$ cat src/rtl/cu_pkg.sv
// Shared opcode and FSM state encodings for the mnpk01 instruction sequencer.
package cu_pkg;

    localparam logic [7:0] OP_NOP  = 8'h00;
    localparam logic [7:0] OP_LDI  = 8'h01;
    localparam logic [7:0] OP_MOV  = 8'h02;
    localparam logic [7:0] OP_CLR  = 8'h03;
    localparam logic [7:0] OP_HALT = 8'h04;

    localparam logic [2:0] S_FETCH = 3'd0;
    localparam logic [2:0] S_REG1  = 3'd1;
    localparam logic [2:0] S_REG2  = 3'd2;
    localparam logic [2:0] S_DATA  = 3'd3;
    localparam logic [2:0] S_EXEC  = 3'd4;
    localparam logic [2:0] S_HALT  = 3'd5;

endpackage

$ cat src/rtl/cu_sequencer.sv
// Byte-stream instruction sequencer: pulls opcodes/operands from ROM and
// issues one-cycle register-file write or move strobes.
module cu_sequencer
    import cu_pkg::*;
#(
    parameter int DATA_W = 8,
    parameter int NREG   = 16
) (
    input  logic                    clk,
    input  logic                    rst,
    input  logic [7:0]              rom_data,
    input  logic                    rom_valid,
    output logic                    pc_inc,
    output logic [$clog2(NREG)-1:0] reg_addr,
    output logic [$clog2(NREG)-1:0] reg_src,
    output logic [DATA_W-1:0]       reg_wdata,
    output logic                    reg_we,
    output logic                    reg_mov,
    output logic                    halted,
    output logic                    illegal
);

    localparam int RA_W  = $clog2(NREG);
    localparam int NB    = DATA_W / 8;
    localparam int CNT_W = (NB > 1) ? $clog2(NB) : 1;

    logic [2:0]       state;
    logic [7:0]       ir;
    logic [CNT_W-1:0] cnt;
    logic             bad;
    logic             bad_reg;

    // Shifting by RA_W (not slicing) keeps NREG=256 legal, where no bits remain.
    assign bad_reg = |(rom_data >> RA_W);

    assign pc_inc  = rom_valid && (state == S_FETCH || state == S_REG1 ||
                                   state == S_REG2  || state == S_DATA);
    assign reg_we  = (state == S_EXEC) && !bad && (ir == OP_LDI || ir == OP_CLR);
    assign reg_mov = (state == S_EXEC) && !bad && (ir == OP_MOV);
    assign halted  = (state == S_HALT);

    always_ff @(posedge clk or posedge rst) begin
        if (rst) begin
            state     <= S_FETCH;
            ir        <= '0;
            cnt       <= '0;
            bad       <= 1'b0;
            reg_addr  <= '0;
            reg_src   <= '0;
            reg_wdata <= '0;
            illegal   <= 1'b0;
        end else if (pc_inc) begin
            case (state)
                S_FETCH: begin
                    ir  <= rom_data;
                    bad <= 1'b0;
                    case (rom_data)
                        OP_NOP:                 state <= S_FETCH;
                        OP_LDI, OP_MOV, OP_CLR: state <= S_REG1;
                        OP_HALT:                state <= S_HALT;
                        default:                illegal <= 1'b1;
                    endcase
                end
                S_REG1: begin
                    reg_addr <= rom_data[RA_W-1:0];
                    if (bad_reg) begin
                        bad     <= 1'b1;
                        illegal <= 1'b1;
                    end
                    if (ir == OP_LDI) begin
                        cnt   <= '0;
                        state <= S_DATA;
                    end else if (ir == OP_MOV) begin
                        state <= S_REG2;
                    end else begin
                        reg_wdata <= '0;
                        state     <= S_EXEC;
                    end
                end
                S_REG2: begin
                    reg_src <= rom_data[RA_W-1:0];
                    if (bad_reg) begin
                        bad     <= 1'b1;
                        illegal <= 1'b1;
                    end
                    state <= S_EXEC;
                end
                S_DATA: begin
                    // Little-endian: byte k of the immediate lands in lane k.
                    for (int k = 0; k < NB; k++) begin
                        if (cnt == CNT_W'(k))
                            reg_wdata[8*k +: 8] <= rom_data;
                    end
                    if (cnt == CNT_W'(NB - 1))
                        state <= S_EXEC;
                    else
                        cnt <= cnt + 1'b1;
                end
                default: state <= state;
            endcase
        end else if (state == S_EXEC) begin
            state <= S_FETCH;
        end
    end

endmodule

$ cat config.mk
export PLATFORM = sky130hd
export DESIGN_NAME = cu_sequencer
export DESIGN_NICKNAME = d
export VERILOG_FILES = /design/src/rtl/cu_pkg.sv /design/src/rtl/cu_sequencer.sv
export SDC_FILE = /design/constraint.sdc
export NUM_CORES = 1
export LEC_CHECK = 0
export BUFFER_PORTS_ARGS = -buffer_cell sky130_fd_sc_hd__buf_4
export CAP_MARGIN = 20
export CORE_MARGIN = 8
export CORE_UTILIZATION = 30
export CTS_CLUSTER_SIZE = 28
export DETAILED_ROUTE_END_ITERATION = 8
export GPL_TIMING_DRIVEN = 0
export SLEW_MARGIN = 20
export SYNTH_ARGS = -nofsm -noshare
export SYNTH_HDL_FRONTEND = slang
export SYNTH_SLANG_ARGS = --single-unit
$ cat constraint.sdc
create_clock -name clk -period 2.51 [get_ports clk]
set_input_delay 0.251 -clock clk [delete_from_list [all_inputs] [get_ports clk]]
set_output_delay 0.251 -clock clk [all_outputs]
set_load 0.02 [all_outputs]
After elaboration in Yosys (flattened, before gate mapping) --
Cells that the tools add are included.
Word-level totals: register bits 30, output and inout port bits 21
Operators by class: add/subtract/negate cells 1, eq/ne operators 21, multiplexer cells 18, reductions and logical operators 26
Operators by type and width (count):
- $eq A8 B2 Y1 const B | 4
- $mux W8 | 3
- $eq A8 B1 Y1 const B | 2
- $pmux W8 S2 | 1
- $mux W3 | 5
- $pmux W3 S4 | 1
- $pmux W3 S3 | 1
- $eq A8 B3 Y1 const B | 1
- $logic_not A8 Y1 | 1
- $ne A2 B2 Y1 const B | 4
- $reduce_and A4 Y1 | 2
- $eq A3 B2 Y1 const B | 2
- $eq A3 B3 Y1 const B | 2
- $pmux W1 S2 | 3
- $reduce_and A2 Y1 | 3
- $reduce_and A3 Y1 | 2
- $reduce_bool A2 Y1 | 3
- $ne A5 B1 Y1 const B | 1
- $ne A5 B2 Y1 const B | 1
- $reduce_and A5 Y1 | 1
- $reduce_or A5 Y1 | 1
- $logic_and A1 B1 Y1 | 4
- $logic_or A1 B1 Y1 | 4
- $mux W1 | 4
- other kinds (9) | 10

Logic depth before layout (Yosys ltp) --
Gate-level depths: netlist of run 1.
word-level depth 7, gate-level depth with buffers 5, depth with buffers taken out 5

Worst setup path after synthesis of run 1 --
OpenSTA, ideal clock, no wires.
path type flip-flop to output port, from reg ir[2], to out reg_mov, arrival 1611 ps, setup slack 648 ps, stages on the path, launching flop included 5, buffers on the path 0, cells stage by stage dfrtp_1 or4_4 nor3_1 nand4b_1 nor3b_2
Between the ends: cells in the longest elaborated chain, start to end 2
Ends and longest elaborated chain:
- start: declaration | RTL line cu_sequencer.sv:28 | logic [7:0] ir;
- start signal: assignment | RTL line cu_sequencer.sv:55 | ir <= rom_data;
- $eq A8 B2 Y1 | RTL line cu_sequencer.sv:39 | assign reg_mov = (state == S_EXEC) && !bad && (ir == OP_MOV);
- $logic_and A1 B1 Y1 | RTL line cu_sequencer.sv:39
- end: declaration | RTL line cu_sequencer.sv:18 | output logic reg_mov,
Every way passes these cells.

Worst setup path after layout of run 1 --
Same ends and word-level chain as after synthesis.

==> out/metrics.cfg, run 1 <==
[grt]
antenna_found_initial = 0
grt_pass1_wl_um = 5000
grt_use_total_pct = 9.97
grt_max_degree = 30
grt.overflow.total = 0
grt_pass1_vias = 999

[power_and_ir_drop]
power_density_nw_per_um2 = 905
p_leak_uw = 0.000778
ir_drop_v = 0.000379

[timing]
drv_slew = 0
fmax_ghz = 0.448
finalCritPeriodShare_pct = 89.0
finClkSkew_ns = 0.00529
finalHoldViolations = 0
slew_headroom_pct = 54.4
fin_ws_ns = 0.276
setup_viol = 0
min_period_ns = 2.23
rsz0062_at_grt = false
tns_ns = 0
worstMarginPinSlew_ns = 0.680

[worst_hold_path]
worstHoldPathType = input pin to async pin

[cts]
cts_tree = yes
cts-root-buf = clkbuf_8
cts.sinks = 29
ctsResizeCount = 0
cts_hold_buf = 0
clock_latency_ns = 0.28
clk_path_buf_depth = 2
cts_buffers = 5
h-tree-depth = 2
clkTransAtPathRegs_ns = 0.06
cts_setup_buffers = 0

[final_layout]
regArea_sq_um = 726
fin_area_sq_um = 1680
n_fill_cell = 382
drive_gt1_share_pct = 50.4
largest_registers = ir (8), reg_wdata (8)
final_core_util_pct = 41.3
area.growth.synth_to_final_pct = 31.0
multi_input_area_sq_um = 532
nets = 147
n_antenna_cell = 0
final-instance-count-excl-fill = 187

[placed_design]
place.gp.congestion = 0.827
port_buffers = 31
dpl-instance-area_sq_um = 1580
hpwl_um = 2180
place_inst = 179
place_ws_ns = 0.544

[synthesis]
synth_cell_types = 33
synth_edf_count = 0
ys.flop_type = dfrtp_1
ys_ff_latch = 29
async_flop_share_pct = 100
avgSynthCellArea_sq_um = 13.1
yosysSeqAreaShare_pct = 56.7
ys_warn_count = 0
synth_area_sq_um = 1280
syn-num-nets = 109
syn_inst = 98

[critical_path]
critPathLaunchType = flop
critPathMaxFanout = 2
startpoint = ir[2]$_DFFE_PP0P_
crit_arrival_ns = 1.98
slowest_stage = or4_4
cp-end-kind = output port
worstSetupPathType = flop to output port
r2r_start = state[1]$_DFFE_PP0P_
crit_chain = or4_4 > nor3_1 > nand4b_1 > nor3b_2 > buf_4
crit_required_ns = 2.26
cpPeakStageDelay_ns = 0.56

[detailed_routing]
vias = 905
finalWirelength_um = 2950
drt_iter0_markers = 63
drt_first_pass_iters = 4
viasPerCell = 4.84
ant_nets = 0
drc = 0
wl_per_cell_um = 15.8

[floorplan]
dieHeight_um = 81.3
row_count = 23
dieArea_sq_um = 6610
num_io_pins = 32
initial_core_util_pct = 31.5
die_x_um = 81.3
design.core.area_sq_um = 4060

[run_status]
outcome = complete, no violations

[flow_run]
drv_cap = 0

[cell usage after synthesis (all sizes together) (3+ instances only)]
cell type  number  area [sq um]
nor2            7          26.3
inv             3          11.3
mux2           15           169
nand2           3          11.3
a21oi           3          15.0
clkbuf          3          11.3
dfrtp          29           726
a22o            9          88.8
[worst paths after layout]
check                                            to  slack, ns  cells past startpoint
setup / recovery                            reg_mov       0.28                      5
hold / removal               reg_src[2]$_DFFE_PP0P_       0.05                      2
setup reg to reg             reg_src[1]$_DFFE_PP0P_       0.75                      3
max in group asynchronous         ir[7]$_DFFE_PP0P_       2.05                      2
hold reg to reg                 illegal$_DFFE_PP0P_       0.49                      1
min in group clk           reg_wdata[4]$_DFFE_PP0P_       0.22                      2
[stage by stage]
step | power, uW | hold WS [ns]
2_1_floorplan | 954 | 0.329
3_3_place_gp | 1100 | 0.475
3_5_place_dp | 1120 | 0.476
4_1_cts | 1540 | 0.210
5_1_grt | 1610 | 0.0962
6_report | 1520 | 0.0486
[per-layer routing]
metal	global-route usage, %	part of all wire [%]
met5	0	0
met4	4.82	1.4
met3	5.41	7.2
met2	14.3	47
met1	11.8	45
[area by class of cell]
cell class,count,share of cell area [%]
well taps,50,3.73
clock buffers,7,5.75
plain buffers,3,0.672
clock inverters,1,0.299
flip-flops and latches,29,43.3
repair buffers,31,13.9
multi-input cells,63,31.7
inverters,3,0.672
[placed cells by master, fill, tap and decap left out]
cell type / n
nand2b_1: 1
a21oi_1: 3
nand4b_1: 1
nand2b_4: 1
nor4b_1: 1
nor2_1: 7
inv_1: 2
o21ai_0: 2
a21boi_0: 1
nand2_1: 3
nor3b_2: 1
clkbuf_8: 7
nor3_2: 1
nor3_1: 1
a31oi_1: 1
clkbuf_1: 3
nor2b_1: 2
xnor2_1: 1
a22o_1: 1
nor3b_1: 1
clkinv_2: 1
nand4_1: 1
nor4_4: 1
a2bb2oi_1: 1
o21bai_1: 1
a22o_2: 8
or3_1: 1
and2_1: 1
or4_4: 1
inv_2: 1
dfrtp_1: 29
buf_4: 31
mux2_2: 15
and3_1: 1
o2111ai_1: 1
a21o_4: 1
nor4_1: 1
[worst max-delay path, delay by kind of cell (launching register included)]
kind / cells / cell delay, ns
AND/OR/NAND/NOR: 4 / 1.18
buffers and inverters: 1 / 0.16
flip-flops: 1 / 0.37
[report_power, final]
group	internal [uW]	total [uW]	switching, uW
registers	588	674	86.4
clock network	247	414	167
logic	212	429	217
[cells by family (layout without fill, tap and decap cells)]
group / Yosys count / count (layout) / share of synthesized area [%]
flops: 29 / 29 / 56.7
simple gates: 27 / 27 / 14.6
compound gates: 20 / 20 / 13.1
mux: 15 / 15 / 13.2
buf+inv: 6 / 45 / 1.76
xor+xnor: 1 / 1 / 0.684
No activity file was read; power rests on OpenSTA's default activity.
==> inputs of run 2 (changes only) <==
Settings changed: CELL_PAD_IN_SITES_DETAIL_PLACEMENT set to 1, CELL_PAD_IN_SITES_GLOBAL_PLACEMENT set to 2, PLACE_DENSITY_LB_ADDON set to 0.1, SETUP_SLACK_MARGIN set to 0.3.
==> run 2 against run 1 <==
Sequential power is 2% higher. First-iteration DRC count shrank 16%. Clock-buffer cell count unchanged. Utilization up 0.65 points. Sequential share of layout area is 0.67 points lower. Largest cell class unchanged. Largest power group unchanged.
==> out/metrics.cfg, run 2 (synthesis gave the netlist of run 1 again) <==
[detailed_routing]
finalWirelength_um = 3390
ant_nets = 0
viasPerCell = 4.95
vias = 926
drt_iter0_markers = 53
drt_first_pass_iters = 4
drc = 0
wl_per_cell_um = 18.1

[timing]
finClkSkew_ns = 0.00310
setup_viol = 0
finalHoldViolations = 0
drv_slew = 0
hold_ws_ns = 0.0470
tns_ns = 0
finalCritPeriodShare_pct = 86.7
worstMarginPinSlew_ns = 0.676
min_period_ns = 2.18
fmax_ghz = 0.459
slew_headroom_pct = 54.8
fin_ws_ns = 0.333
rsz0062_at_grt = true

[final_layout]
nets = 147
fin_area_sq_um = 1700
drive_gt1_share_pct = 50.4
final_common_cell = buf_4
area.growth.synth_to_final_pct = 33.0
n_fill_cell = 434
final_cell_mix = buf_4, dfrtp_1, mux2_2
n_antenna_cell = 0
largest_registers = ir (8), reg_wdata (8)

[cts]
cts_setup_buffers = 0
cts_buffers = 5
clk_path_buf_depth = 2
clock_latency_ns = 0.28
cts-root-buf = clkbuf_8
cts_tree = yes
cts.sinks = 29
clkTransAtPathRegs_ns = 0.06
h-tree-depth = 2

[placed_design]
port_buffers = 31
hpwl_um = 2490
place_ws_ns = 0.459
place.gp.congestion = 0.710
dpl-instance-area_sq_um = 1580

[power_and_ir_drop]
p_sw_uw = 500
p_comb_share_pct = 26.7
sw_frac_of_total_pct = 30.8
seqPwrFrac_pct = 42.3
p_leak_uw = 0.000786
ir_drop_v = 0.000360
power_density_nw_per_um2 = 954
p_clk_share_pct = 31.0
p_int_uw = 1120
total_power_uw = 1620

[critical_path]
critPathLaunchType = flop
r2r_start = state[2]$_DFFE_PP0P_
crit_arrival_ns = 1.93
startpoint = ir[2]$_DFFE_PP0P_
crit_required_ns = 2.26
cp-end-kind = output port
critPathMaxFanout = 2
worstSetupPathType = flop to output port

[floorplan]
initial_core_util_pct = 31.5
die_x_um = 81.3
num_io_pins = 32
row_count = 23
dieArea_sq_um = 6610
design.core.area_sq_um = 4060
dieHeight_um = 81.3

[grt]
antenna_found_initial = 0
grt_max_degree = 30
grt_pass1_vias = 1014
grt.overflow.total = 0
grt_pass1_wl_um = 5470
grt_use_total_pct = 11.2

[flow_run]
drv_cap = 0

[run_status]
outcome = complete, no violations

[worst_hold_path]
worstHoldPathType = input pin to async pin

## run 2: through the flow
step,instances,utilization (%)
2_1_floorplan,98,-
3_3_place_gp,179,38.8
3_5_place_dp,179,38.8
4_1_cts,187,42.0
5_1_grt,187,42.0
6_report,187,42.0
## run 2: path summary, 6_finish.rpt
kind | cells past startpoint | to | slack, ns
setup / recovery | 5 | reg_mov | 0.33
min in group clk | 2 | reg_wdata[6]$_DFFE_PP0P_ | 0.23
max in group asynchronous | 2 | state[0]$_DFFE_PP0P_ | 2.06
setup reg to reg | 5 | reg_addr[3]$_DFFE_PP0P_ | 0.72
hold / removal | 2 | reg_wdata[7]$_DFFE_PP0P_ | 0.05
hold reg to reg | 1 | illegal$_DFFE_PP0P_ | 0.48
## run 2: area by class of cell
class | instances | area [sq um] | share of cell area [%]
Sequential cell | 29 | 726 | 42.6
Clock inverter | 1 | 30.0 | 1.76
Timing Repair Buffer | 31 | 233 | 13.7
Inverter | 3 | 11.3 | 0.661
Tap cell | 50 | 62.6 | 3.67
Clock buffer | 7 | 86.3 | 5.07
Buffer | 3 | 11.3 | 0.661
Multi-Input combinational cell | 63 | 543 | 31.9
## run 2: worst max-delay path: stages (launching register included)
cell and delay, ns:
dfrtp_1 0.38, or4_4 0.57, nor3_4 0.15, nand4b_1 0.18
nor3b_2 0.20, buf_4 0.16
## run 2: per-layer routing
layer	up-vias	GRT usage [%]	routed length [um]
met4	0	4.82	52
met1	465	14.1	1580
met3	6	3.86	145
met2	23	17.0	1620
li1	432	-	-
met5	-	0	0
## run 2: power groups by stage
stage	sequential, uW	combinational [uW]	clock, uW
2_1_floorplan	725	229	0
3_3_place_gp	684	427	0
3_5_place_dp	692	439	0
4_1_cts	692	445	518
5_1_grt	707	472	542
6_report	687	434	503
## run 2: repair_timing
item	4_1_cts	5_1_grt
pin swaps	1	0
resized for setup	2	0
hold buffers	0	0
gates cloned	0	0
setup endpoints to repair	2	1
